--- src/rtl/fetch_pkg.sv ---
// ----------------------------------------------------------------------------
// fetch_pkg
// Shared definitions for the instruction fetch stage:
//   - fetch_state_e : FSM state encoding (also exported on state_o for debug)
//   - FETCH_*       : default widths, reset/interrupt vectors, bus wait limit
// ----------------------------------------------------------------------------
package fetch_pkg;

    typedef enum logic [1:0] {
        S_RESET = 2'd0,
        S_FETCH = 2'd1,
        S_HOLD  = 2'd2,
        S_FLUSH = 2'd3
    } fetch_state_e;

    localparam int unsigned FETCH_ADDR_W      = 12;
    localparam int unsigned FETCH_INST_W      = 18;
    localparam int unsigned FETCH_RESET_PC    = 0;
    localparam int unsigned FETCH_INT_VEC     = 1;
    localparam int unsigned FETCH_TIMEOUT_CYC = 15;

endpackage

--- src/rtl/fetch_timeout_ctr.sv ---
// ----------------------------------------------------------------------------
// fetch_timeout_ctr
// Bus wait counter with limit compare. Counts cycles in which a request is
// outstanding without acknowledge; expired_o pulses on the cycle whose edge
// would complete the LIMIT-th such wait cycle.
// Ports:
//   clk_i, rst_i : clock, asynchronous active-high reset
//   clr_i        : restart the count (no request, ack, or new transaction)
//   inc_i        : one more cycle waited without ack
//   expired_o    : wait limit reached this cycle
// ----------------------------------------------------------------------------
module fetch_timeout_ctr
    import fetch_pkg::*;
#(
    parameter int unsigned LIMIT = FETCH_TIMEOUT_CYC
) (
    input  logic clk_i,
    input  logic rst_i,
    input  logic clr_i,
    input  logic inc_i,
    output logic expired_o
);

    localparam int unsigned CNT_W = $clog2(LIMIT + 1);
    localparam logic [CNT_W-1:0] LAST_CNT = CNT_W'(LIMIT - 1);
    localparam logic [CNT_W-1:0] CNT_ONE  = CNT_W'(1);

    logic [CNT_W-1:0] cnt_r;

    // Wait-cycle counter; clear has priority over increment.
    always_ff @(posedge clk_i or posedge rst_i) begin
        if (rst_i) begin
            cnt_r <= {CNT_W{1'b0}};
        end else if (clr_i) begin
            cnt_r <= {CNT_W{1'b0}};
        end else if (inc_i) begin
            cnt_r <= cnt_r + CNT_ONE;
        end else begin
            cnt_r <= cnt_r;
        end
    end

    assign expired_o = inc_i && !clr_i && (cnt_r == LAST_CNT);

endmodule

--- src/rtl/inst_fetch_unit.sv ---
// ----------------------------------------------------------------------------
// inst_fetch_unit
// Instruction fetch stage: program counter, single-outstanding req/ack fetch
// on the instruction bus, and an instruction register handed to the control
// unit with a valid/ready handshake. Branch/jump/return targets and interrupt
// entry redirect the fetch PC (interrupt wins over redirect).
// Optional feature macro: FETCH_TIMEOUT_EN (bus wait timeout, sticky
// fetch_err_o, FSM parks in S_HOLD until reset).
// Ports:
//   clk_i, rst_i                  : clock, asynchronous active-high reset
//   inst_cyc_o/stb_o/adr_o        : bus request, held until acknowledged
//   inst_dat_i/ack_i              : bus response
//   ir_o, ir_valid_o, ir_ready_i  : instruction handshake to control unit
//   pc_o                          : address of the instruction in ir_o
//   redirect_i, redirect_pc_i     : load a new fetch address
//   int_take_i                    : interrupt entry, fetch from INT_VEC
//   fetch_err_o                   : sticky bus timeout flag
//   state_o                       : FSM state for debug
// ----------------------------------------------------------------------------
module inst_fetch_unit
    import fetch_pkg::*;
#(
    parameter int unsigned        ADDR_W      = FETCH_ADDR_W,
    parameter int unsigned        INST_W      = FETCH_INST_W,
    parameter logic [ADDR_W-1:0]  RESET_PC    = ADDR_W'(FETCH_RESET_PC),
    parameter logic [ADDR_W-1:0]  INT_VEC     = ADDR_W'(FETCH_INT_VEC),
    parameter int unsigned        TIMEOUT_CYC = FETCH_TIMEOUT_CYC
) (
    input  logic              clk_i,
    input  logic              rst_i,
    output logic              inst_cyc_o,
    output logic              inst_stb_o,
    output logic [ADDR_W-1:0] inst_adr_o,
    input  logic [INST_W-1:0] inst_dat_i,
    input  logic              inst_ack_i,
    output logic [INST_W-1:0] ir_o,
    output logic              ir_valid_o,
    input  logic              ir_ready_i,
    output logic [ADDR_W-1:0] pc_o,
    input  logic              redirect_i,
    input  logic [ADDR_W-1:0] redirect_pc_i,
    input  logic              int_take_i,
    output logic              fetch_err_o,
    output logic [1:0]        state_o
);

    fetch_state_e      state_r;
    logic              bus_req_r;   // drives both cyc and stb
    logic [ADDR_W-1:0] adr_r;       // address of the outstanding request
    logic [ADDR_W-1:0] fetch_pc_r;  // next fetch address (latched target in S_FLUSH)
    logic [INST_W-1:0] ir_r;
    logic              valid_r;
    logic [ADDR_W-1:0] pc_r;

    logic              jump_s;
    logic [ADDR_W-1:0] target_s;
    logic [ADDR_W-1:0] pc_inc_s;
    logic              timeout_s;
    logic              park_s;

    // Redirect target selection (interrupt beats redirect) and PC increment.
    always_comb begin
        jump_s   = int_take_i | redirect_i;
        pc_inc_s = fetch_pc_r + {{(ADDR_W-1){1'b0}}, 1'b1};
        if (int_take_i) begin
            target_s = INT_VEC;
        end else begin
            target_s = redirect_pc_i;
        end
    end

`ifdef FETCH_TIMEOUT_EN
    logic tmo_clr_s;
    logic tmo_inc_s;
    logic err_r;

    // A redirect in S_FETCH without ack enters S_FLUSH and restarts the wait.
    assign tmo_inc_s = bus_req_r & ~inst_ack_i;
    assign tmo_clr_s = ~bus_req_r | inst_ack_i | ((state_r == S_FETCH) & jump_s);

    fetch_timeout_ctr #(
        .LIMIT (TIMEOUT_CYC)
    ) u_timeout (
        .clk_i     (clk_i),
        .rst_i     (rst_i),
        .clr_i     (tmo_clr_s),
        .inc_i     (tmo_inc_s),
        .expired_o (timeout_s)
    );

    // Sticky timeout flag; only reset clears it.
    always_ff @(posedge clk_i or posedge rst_i) begin
        if (rst_i) begin
            err_r <= 1'b0;
        end else if (timeout_s) begin
            err_r <= 1'b1;
        end else begin
            err_r <= err_r;
        end
    end

    assign park_s      = err_r;
    assign fetch_err_o = err_r;
`else
    assign timeout_s   = 1'b0;
    assign park_s      = 1'b0;
    assign fetch_err_o = 1'b0;
`endif

    // Fetch FSM with PC, bus request and instruction register.
    always_ff @(posedge clk_i or posedge rst_i) begin
        if (rst_i) begin
            state_r    <= S_RESET;
            bus_req_r  <= 1'b0;
            adr_r      <= RESET_PC;
            fetch_pc_r <= RESET_PC;
            ir_r       <= {INST_W{1'b0}};
            valid_r    <= 1'b0;
            pc_r       <= RESET_PC;
        end else begin
            case (state_r)
                S_RESET: begin
                    state_r   <= S_FETCH;
                    bus_req_r <= 1'b1;
                    adr_r     <= fetch_pc_r;
                end
                S_FETCH: begin
                    if (!bus_req_r) begin
                        // One-cycle gap after a discarded ack; start the new fetch.
                        bus_req_r <= 1'b1;
                        if (jump_s) begin
                            adr_r      <= target_s;
                            fetch_pc_r <= target_s;
                        end else begin
                            adr_r <= fetch_pc_r;
                        end
                    end else if (timeout_s) begin
                        bus_req_r <= 1'b0;
                        state_r   <= S_HOLD;
                    end else if (inst_ack_i) begin
                        bus_req_r <= 1'b0;
                        if (jump_s) begin
                            fetch_pc_r <= target_s;
                        end else begin
                            ir_r       <= inst_dat_i;
                            pc_r       <= fetch_pc_r;
                            fetch_pc_r <= pc_inc_s;
                            valid_r    <= 1'b1;
                            state_r    <= S_HOLD;
                        end
                    end else if (jump_s) begin
                        // Request must complete; remember where to go afterwards.
                        fetch_pc_r <= target_s;
                        state_r    <= S_FLUSH;
                    end else begin
                        bus_req_r <= 1'b1;
                    end
                end
                S_FLUSH: begin
                    if (timeout_s) begin
                        bus_req_r <= 1'b0;
                        state_r   <= S_HOLD;
                    end else if (inst_ack_i) begin
                        // Data dropped; the next request follows without a gap.
                        state_r <= S_FETCH;
                        if (jump_s) begin
                            adr_r      <= target_s;
                            fetch_pc_r <= target_s;
                        end else begin
                            adr_r <= fetch_pc_r;
                        end
                    end else if (jump_s) begin
                        fetch_pc_r <= target_s;
                    end else begin
                        bus_req_r <= 1'b1;
                    end
                end
                S_HOLD: begin
                    if (park_s) begin
                        valid_r <= 1'b0;
                    end else if (jump_s) begin
                        valid_r    <= 1'b0;
                        fetch_pc_r <= target_s;
                        adr_r      <= target_s;
                        bus_req_r  <= 1'b1;
                        state_r    <= S_FETCH;
                    end else if (ir_ready_i) begin
                        valid_r   <= 1'b0;
                        adr_r     <= fetch_pc_r;
                        bus_req_r <= 1'b1;
                        state_r   <= S_FETCH;
                    end else begin
                        valid_r <= valid_r;
                    end
                end
                default: begin
                    state_r   <= S_RESET;
                    bus_req_r <= 1'b0;
                    valid_r   <= 1'b0;
                end
            endcase
        end
    end

    assign inst_cyc_o = bus_req_r;
    assign inst_stb_o = bus_req_r;
    assign inst_adr_o = adr_r;
    assign ir_o       = ir_r;
    assign ir_valid_o = valid_r;
    assign pc_o       = pc_r;
    assign state_o    = state_r;

endmodule

--- config.mk ---
export PLATFORM = sky130hd
export DESIGN_NAME = inst_fetch_unit
export DESIGN_NICKNAME = d
export VERILOG_FILES = /design/src/rtl/fetch_pkg.sv /design/src/rtl/fetch_timeout_ctr.sv /design/src/rtl/inst_fetch_unit.sv
export SDC_FILE = /design/constraint.sdc
export NUM_CORES = 1
export LEC_CHECK = 0
export CAP_MARGIN = 5
export CORE_MARGIN = 2
export CORE_UTILIZATION = 45
export DETAILED_ROUTE_END_ITERATION = 10
export DONT_BUFFER_PORTS = 1
export PLACE_DENSITY = 0.67
export SYNTH_ARGS = -nofsm -noshare
export SYNTH_HDL_FRONTEND = slang
export SYNTH_SLANG_ARGS = --single-unit
export TNS_END_PERCENT = 100
--- constraint.sdc ---
create_clock -name clk_i -period 2 [get_ports clk_i]
set_input_delay 0 -clock clk_i [delete_from_list [all_inputs] [get_ports clk_i]]
set_output_delay 0 -clock clk_i [all_outputs]
set_load 0.03 [all_outputs]
==> results of run 1 <==
[placed cells by master, fill, tap and decap left out, drive strengths merged, types with 2 or more instances in the layout]
cell type / netlist / routed
a21oi: 15 / 15
a22o: 2 / 2
a22oi: 15 / 15
a32o: 2 / 2
a32oi: 3 / 3
and3b: 3 / 3
and4: 2 / 2
buf: 19 / 15
clkbuf: 3 / 9
clkinvlp: 0 / 4
dfrtp: 58 / 58
dlygate4sd3: 0 / 36
inv: 7 / 8
mux2: 31 / 31
nand2: 13 / 13
nand2b: 2 / 2
nand3: 12 / 12
nand4: 3 / 3
nand4b: 2 / 2
nor2: 18 / 18
nor4: 3 / 3
o21a: 2 / 2
o21ai: 17 / 17
o31ai: 2 / 2
o41ai: 2 / 2
or2: 2 / 2
or4: 3 / 3
[Yosys cell counts (5+ instances only)]
cell type / instances
a21oi_1: 15
buf_4: 5
a22oi_1: 15
nor2_1: 16
inv_1: 7
dfrtp_1: 58
mux2_2: 5
buf_6: 9
mux2_4: 26
buf_2: 5
o21ai_0: 16
nand3_1: 11
nand2_1: 13
[final timing paths]
kind | from | end | slack (ns) | depth (start not counted)
hold reg to reg | fetch_pc_r[11] | pc_o[11] | 0.60 | 1
max in group asynchronous | rst_i | fetch_pc_r[10] | 1.18 | 3
setup reg to reg | state_o[1] | state_o[0] | 0.17 | 5
min in group asynchronous | rst_i | ir_o[9] | 0.32 | 3
setup / recovery | state_o[1] | state_o[0] | 0.17 | 5
hold / removal | redirect_i | fetch_pc_r[6] | 0.01 | 2
[flip-flops by register name, summed over array words and instances, names as in the netlist]
| name | cells |
|---|---|
| fetch_pc_r | 12 |
| inst_adr_o | 12 |
| inst_cyc_o | 1 |
| ir_o | 18 |
| ir_valid_o | 1 |
| pc_o | 12 |
| state_o | 2 |
[worst max-delay path, cell delays in order (launching register included)]
cell           delay, ns
dfrtp_1             0.51
nand3b_1            0.26
buf_4               0.21
o21ai_0             0.08
nand3_1             0.09
dlygate4sd3_1       0.56
[power groups by stage]
| stage | logic [mW] | registers [mW] | clock network [mW] |
|---|---|---|---|
| 2_1_floorplan | 1.02 | 2.81 | 0 |
| 4_1_cts | 1.25 | 2.92 | 1.13 |
| 6_report | 1.25 | 2.92 | 1.10 |
| 3_5_place_dp | 1.18 | 2.94 | 0 |
| 3_3_place_gp | 1.14 | 2.94 | 0 |
| 5_1_grt | 1.37 | 2.99 | 1.17 |
[timing repair]
action,CTS,global route
hold buffers,36,0
resized for setup,0,0
endpoints found under the setup margin,0,0
hold endpoints to repair,101,0
[final cells by class]
class	instances	area, um2	share of cell area, %
clock buffers	9	124	3.45
clock inverters	7	77.6	2.16
inverters	7	26.3	0.732
multi-input cells	172	1330	37.0
flip-flops and latches	58	1450	40.4
well taps	77	96.3	2.68
repair buffers	51	485	13.5
[per-layer routing]
layer / routed length (um) / vias to the layer above / global-route usage, %
li1: - / 1040 / -
met4: 104 / 0 / 7.65
met3: 632 / 12 / 6.71
met2: 3450 / 118 / 31.6
met5: 0 / - / 0
met1: 3300 / 1109 / 30.0
[kinds of logic (layout without fill, tap and decap cells)]
group,after synthesis,in the layout
AOI/OAI and AO/OA,70,70
buffers and inverters,29,74
and+or+nand+nor,67,67
adders and majority gates,1,1
other,1,1
xor gates and xnor gates,1,1
DFF,58,58
muxes,32,32
==> results.toml, run 1 <==
[placed_design]
dpl-instance-area_um2 = 3030
dp_hpwl_um = 4900
post-place-ws_ns = 0.277
port_buffers = 0
place_congestion = 0.839
dp.cells = 329

[route]
first_iter_violations = 201
first_pass_iters = 5
drc_errors = 0
vias_per_cell = 5.98
routed_wl_um = 7490
routedWlPerCell_um = 19.7
ant_nets = 0
vias = 2279

[layout]
n_antenna_cell = 0
layout.nets = 336
fill_cells = 561
drive_gt1_share_pct = 22.7
postLayoutCoreUtil_pct = 56.2
fin_area_um2 = 3590
stdcell_count = 381
area_delta_synth_final_pct = 20.4

[setup_path]
cp_data_arrival_time_ns = 2.04
required_ns = 2.22
crit_type = "register to register"
crit_fanout = 14
start_kind = "register"
crit_path_end_kind = "register"

[power_and_ir_drop]
comb_power_share_pct = 23.7
peakVddDrop_mv = 0.919
p_per_area_nw_per_um2 = 1470
swShare_pct = 44.8
clockPowerShare_pct = 20.9
fin_total_pwr_mw = 5.27
leakage_nw = 1.60
p_seq_share_pct = 55.4
p_int_mw = 2.91
p_sw_mw = 2.36

[synth]
syn_inst = 259
synth_edf_count = 0
synth-compound-area-share_pct = 15.9
muxShareOfSynthArea_pct = 15.3
yosysSeqAreaShare_pct = 48.7
synth_top_area_share_pct = 48.7
ys_top_cells_by_area = "dfrtp_1, mux2_4, a22oi_1, buf_6, o21ai_0"
yosys_warnings = 0
synth-xor-area-share_pct = 0.294
dominantRegCellSynth = "dfrtp_1"
synth_fp_nets = 296
synth_top_area_cell = "dfrtp_1"
netlist_area_um2 = 2980
syn_avg_cell_area_um2 = 11.5
synthAdderAreaFrac_pct = 0.420
yosys.cell_types.count = 50
synth_seq_cells = 58
synthSimpleGateAreaFrac_pct = 12.5
ys_async_sr_fraction_pct = 100
synth_top_family_by_area = "compound AO/OA/AOI/OAI gates"

[timing]
clock_skew_ns = 0.00946
worst_pin_slew_ns = 0.736
rsz0062_at_grt = "false"
slew_headroom_pct = 50.9
setup-violations-final = 0
max_clock_freq_mhz = 548
slew_violations = 0
whs_ns = 0.0128
period_share_pct = 91.3
min_period_ns = 1.83
hold_viol_final = 0
tns_ns = 0
layout_setup_ws_ns = 0.175

[cts]
cts.sinks = 58
cts_made_buffers = 9
cts.path.max_buffers = 2
cts_tree = "built"
clkTransAtPathRegs_ns = 0.07
cts_root_buffer = "clkbuf_8"
clkLatencyLatePin_ns = 0.34
post-cts-setup-buffers = 0
htree_levels = 3

[floorplan]
dieHeight_um = 85.4
ios = 84
rows = 29
start_util_pct = 46.7
core_um2 = 6390
die_area_um2 = 7290
dieWidth_um = 85.4

[global_route]
grt_overflow = 0
grt_pass1_wl_um = 12100
grt_max_degree = 59
grt_pass1_vias = 2312
antenna_found_initial = 0
grt_use_total_pct = 21.5

[min_path]
worstHoldPathType = "input port to register"

[outcome]
status = "complete, no violations"

[job]
maxCapViolCount = 0
Power figures use the tool's default switching activity.
==> run 2, diff against run 1 <==
--- a/config.mk
+++ b/config.mk
@@ -7,10 +7,10 @@
 export LEC_CHECK = 0
 export CAP_MARGIN = 5
 export CORE_MARGIN = 2
-export CORE_UTILIZATION = 45
+export CORE_UTILIZATION = 35
 export DETAILED_ROUTE_END_ITERATION = 10
 export DONT_BUFFER_PORTS = 1
-export PLACE_DENSITY = 0.67
+export PLACE_DENSITY = 0.56
 export SYNTH_ARGS = -nofsm -noshare
 export SYNTH_HDL_FRONTEND = slang
 export SYNTH_SLANG_ARGS = --single-unit
==> run 2 against run 1 <==
Global-route usage decreased by 3.8 points. Utilization decreased by 12 points. Register-to-register slack about the same. Setup slack improved by 0.0019 ns. Hold slack improved by 0.0015 ns. Clock skew decreased by 0.00062 ns. Power increased by 1.9%. Final cell count increased by 6.8%. Sequential share of layout area decreased by 0.56 points. Highest routed layer unchanged.
==> results.toml, run 2 (synthesis gave the netlist of run 1 again) <==
[power_and_ir_drop]
p_seq_share_pct = 54.0
fin_total_pwr_mw = 5.37
comb_power_share_pct = 23.5
leakage_nw = 1.61
p_int_mw = 3.06
swShare_pct = 43.0
peakVddDrop_mv = 0.690
clockPowerShare_pct = 22.5
p_per_area_nw_per_um2 = 1480
p_sw_mw = 2.31

[timing]
max_clock_freq_mhz = 548
slew_violations = 0
tns_ns = 0
period_share_pct = 91.2
worst_pin_slew_ns = 0.689
whs_ns = 0.0144
min_period_ns = 1.82
slew_headroom_pct = 53.9
setup-violations-final = 0
hold_viol_final = 0
clock_skew_ns = 0.00884
layout_setup_ws_ns = 0.176
rsz0062_at_grt = "false"

[layout]
n_antenna_cell = 0
final_common_cell = "dfrtp_1"
largest_register_ffs = 18
layout_common_cells = "dfrtp_1, dlygate4sd3_1, mux2_4, o21ai_0, nor2_1"
drive_gt1_share_pct = 21.9
layout.nets = 334
area_delta_synth_final_pct = 22.0

[cts]
cts.sinks = 58
cts.path.max_buffers = 2
htree_levels = 3
cts_root_buffer = "clkbuf_8"
clkLatencyLatePin_ns = 0.34
clkTransAtPathRegs_ns = 0.06
cts_tree = "built"
cts_made_buffers = 9

[setup_path]
critPathTopFamily = "buffers and inverters"
worst-path-stages = 5
critPathLaunch = "state_o[1]"
required_ns = 2.23
reg2reg_depth = 5
reg2reg_from = "state_o[1]"
crit_fanout = 12
crit_path_end_kind = "register"
r2r_slack_ns = 0.18
slowest_delay_ns = 0.55
crit_type = "register to register"
start_kind = "register"
worst-path-buf-inv = 2
cp_data_arrival_time_ns = 2.05
worstSetupEndpoint = "state_o[0]"
cp_cell_sequence = "nand3b_1 > buf_4 > o21ai_0 > nand3_1 > dlygate4sd3_1"
slowest_stage = "dlygate4sd3_1"
r2r-end = "state_o[0]"

[global_route]
grt_max_degree = 32
grt_pass1_wl_um = 12200
antenna_found_initial = 0
grt_overflow = 0
grt_pass1_vias = 2283
grt_use_total_pct = 17.7

[outcome]
status = "complete, no violations"

[route]
drc_errors = 0
first_iter_violations = 165
ant_nets = 0
first_pass_iters = 4
routedWlPerCell_um = 19.2
routed_wl_um = 7820
vias_per_cell = 5.47
vias = 2226

[placed_design]
place_congestion = 0.810
post-place-ws_ns = 0.282
dp_hpwl_um = 5080
port_buffers = 0

[floorplan]
dieWidth_um = 96.3
rows = 33
core_um2 = 8220
dieHeight_um = 96.3
start_util_pct = 36.3
ios = 84
die_area_um2 = 9270

[job]
maxCapViolCount = 0

[min_path]
worstHoldPathType = "input port to register"
hold_depth = 3
-- run 2: what timing repair did --
action,4_1_cts,5_1_grt
hold buffers,36,0
buffers inserted,0,0
endpoints found under the setup margin,0,0
gates resized for setup,0,0
hold endpoints to repair,71,0
-- run 2: area by class of cell --
| type | instances | area [um2] |
|---|---|---|
| Inverter | 7 | 26.3 |
| Clock inverter | 5 | 77.6 |
| Fill cell | 736 | 4580 |
| Clock buffer | 11 | 141 |
| Multi-Input combinational cell | 172 | 1330 |
| Sequential cell | 58 | 1450 |
| Timing Repair Buffer | 49 | 483 |
| Tap cell | 105 | 131 |
-- run 2: per-stage QoR --
step           util, %  instance area (um2)  cells
6_report          44.3                 3640    407
3_5_place_dp      37.2                 3060    355
3_3_place_gp      37.2                 3060    355
4_1_cts           44.3                 3640    407
2_1_floorplan        -                 2980    259
5_1_grt           44.3                 3640    407
-- run 2: layer usage --
| layer | up-vias | track usage [%] | wire length (um) |
|---|---|---|---|
| li1 | 1033 | - | - |
| met1 | 1101 | 22.5 | 3460 |
| met2 | 84 | 28.7 | 3690 |
| met3 | 8 | 6.66 | 587 |
| met4 | 0 | 4.23 | 81 |
| met5 | - | 0 | 0 |
-- run 2: worst reg2reg max path, delay by kind of cell, from the launching register on --
kind,cells,cell delay (ns)
buffers and inverters,2,0.77
flip-flops,1,0.50
AND/OR/NAND/NOR,2,0.36
AO/OA/AOI/OAI,1,0.08
-- run 2: worst min-delay path by stage --
stage | from | slack [ns] | to
after floorplan | int_take_i | 0.1 | fetch_pc_r[3]
after global placement | rst_i | 0.003 | ir_o[4]
after detailed placement | rst_i | 0.02 | ir_o[6]
after CTS | int_take_i | 0.001 | fetch_pc_r[10]
after global routing | int_take_i | 0.02 | fetch_pc_r[10]
final | inst_ack_i | 0.01 | fetch_pc_r[2]
-- run 2: power groups by stage --
stage / clock network (mW) / registers, mW / logic [mW]
3_3_place_gp: 0 / 2.92 / 1.16
3_5_place_dp: 0 / 2.93 / 1.19
6_report: 1.21 / 2.90 / 1.26
4_1_cts: 1.24 / 2.91 / 1.27
5_1_grt: 1.29 / 2.99 / 1.40
2_1_floorplan: 0 / 2.81 / 1.02
==> run 3, diff against run 2 <==
--- a/config.mk
+++ b/config.mk
@@ -6,11 +6,13 @@
 export NUM_CORES = 1
 export LEC_CHECK = 0
 export CAP_MARGIN = 5
+export CELL_PAD_IN_SITES_DETAIL_PLACEMENT = 1
+export CELL_PAD_IN_SITES_GLOBAL_PLACEMENT = 2
 export CORE_MARGIN = 2
 export CORE_UTILIZATION = 35
 export DETAILED_ROUTE_END_ITERATION = 10
 export DONT_BUFFER_PORTS = 1
-export PLACE_DENSITY = 0.56
+export PLACE_DENSITY = 0.77
 export SYNTH_ARGS = -nofsm -noshare
 export SYNTH_HDL_FRONTEND = slang
 export SYNTH_SLANG_ARGS = --single-unit
==> constraint.sdc (replaced) <==
create_clock -name clk_i -period 2.2 [get_ports clk_i]
set_input_delay 0 -clock clk_i [delete_from_list [all_inputs] [get_ports clk_i]]
set_output_delay 0 -clock clk_i [all_outputs]
set_load 0.03 [all_outputs]
==> run 3 against run 2 <==
Critical path depth is the same. First-iteration DRC count decreased by 41%. Sequential power shrank 9.0%. Register-to-register slack worse by 0.06 ns. Utilization about the same. Setup slack worse by 0.063 ns. Non-clock buffer count unchanged. Critical path type unchanged.
==> results.toml, run 3 (synthesis gave the netlist of run 1 again) <==
[floorplan]
dieHeight_um = 96.3
core_um2 = 8220
ios = 84
dieWidth_um = 96.3
die_area_um2 = 9270
start_util_pct = 36.3
rows = 33

[cts]
cts_root_buffer = "clkbuf_8"
htree_levels = 3
cts.sinks = 58
clkTransAtPathRegs_ns = 0.07
clkLatencyLatePin_ns = 0.34
cts.path.max_buffers = 2
cts_made_buffers = 9
cts_tree = "built"

[placed_design]
dp_hpwl_um = 5450
dpl-instance-area_um2 = 3040
port_buffers = 0
place_congestion = 0.801

[setup_path]
crit_fanout = 10
slowest_stage = "dlygate4sd3_1"
crit_type = "register to register"
cp_cell_sequence = "and3b_1 > o21ai_0 > a32oi_1 > o21ai_1 > dlygate4sd3_1"
required_ns = 2.42
start_kind = "register"
slowest_delay_ns = 0.55
crit_path_end_kind = "register"
cp_data_arrival_time_ns = 2.30

[job]
maxCapViolCount = 0

[power_and_ir_drop]
fin_total_pwr_mw = 4.79
p_per_area_nw_per_um2 = 1320
leakage_nw = 1.61
peakVddDrop_mv = 0.556

[route]
first_pass_iters = 4
routedWlPerCell_um = 20.2
first_iter_violations = 97
routed_wl_um = 8220
ant_nets = 0
vias_per_cell = 5.52
drc_errors = 0
vias = 2248

[global_route]
grt_overflow = 0
antenna_found_initial = 0
grt_pass1_vias = 2394
grt_use_total_pct = 18.5
grt_pass1_wl_um = 12800
grt_max_degree = 53

[timing]
whs_ns = 0.0167
period_share_pct = 94.9
tns_ns = 0
setup-violations-final = 0
min_period_ns = 2.09
worst_pin_slew_ns = 0.515
rsz0062_at_grt = "false"
max_clock_freq_mhz = 479
slew_headroom_pct = 65.6
hold_viol_final = 0
clock_skew_ns = 0.0115
slew_violations = 0

[layout]
largest_register_ffs = 18
layout.nets = 334
final_common_cell = "dfrtp_1"
drive_gt1_share_pct = 21.9
area_delta_synth_final_pct = 22.0
fin_area_um2 = 3640
n_antenna_cell = 0
layout_common_cells = "dfrtp_1, dlygate4sd3_1, mux2_4, o21ai_0, nor2_1"

[outcome]
status = "complete, no violations"

[min_path]
worstHoldPathType = "input port to asynchronous set/reset pin"
[run 3: changes by cell type in the layout (fill, tap and decap cells not counted), sizes merged]
cell and delta:
dlygate4sd3 +2, clkbuf +3, clkinv -1, bufinv -1
buf -2, clkinvlp -1
[run 3: worst max-delay path, delay by kind of cell, from the launching register on]
family	cells	cell delay, ns
DFF	1	0.47
AOI/OAI and AO/OA	3	0.52
and+or+nand+nor	1	0.42
buffers and inverters	1	0.55
[run 3: worst paths after layout]
path,startpoint,end,slack (ns),cells after the start
worst min-delay path,rst_i,ir_o[15],0.02,2
max in group asynchronous,rst_i,inst_cyc_o,1.65,3
worst max-delay path,state_o[1],fetch_pc_r[5],0.11,5
worst max register to register,state_o[1],fetch_pc_r[5],0.11,5
min in group clk_i,redirect_i,fetch_pc_r[6],0.02,2
worst min register to register,fetch_pc_r[7],fetch_pc_r[7],0.63,1
[run 3: area by class of cell]
cell class | count | area, um2
flip-flops and latches | 58 | 1450
multi-input cells | 172 | 1340
clock inverters | 2 | 35.0
inverters | 7 | 26.3
clock buffers | 14 | 163
well taps | 105 | 131
fillers | 886 | 4580
repair buffers | 49 | 492
[run 3: what timing repair did]
item / in CTS / in global routing
endpoints found under the setup margin: 0 / 2
endpoints found under the hold margin: 101 / 0
hold buffers: 38 / 0
gates resized for setup: 0 / 5
buffers inserted: 0 / 0
[run 3: stage by stage]
stage / cells / setup slack, ns / util (%)
after CTS: 407 / 0.0731 / 44.1
after global placement: 353 / 0.363 / 37.0
after global routing: 407 / 0.0248 / 44.3
after detailed placement: 353 / 0.313 / 37.0
after floorplan: 259 / 0.516 / -
final: 407 / 0.113 / 44.3
[run 3: where the power goes]
group          total [mW]  internal, mW  switching, mW
clock network       0.995         0.585          0.410
registers            2.64          1.49           1.15
logic                1.15         0.637          0.517
total                4.79          2.71           2.08
[run 3: metal layers]
layer	routed length [um]	global-route usage, %	vias to the layer above
met5	0	0	-
met1	3770	24.3	1121
li1	-	-	1030
met4	102	5.99	0
met2	3640	28.4	86
met3	711	6.66	11
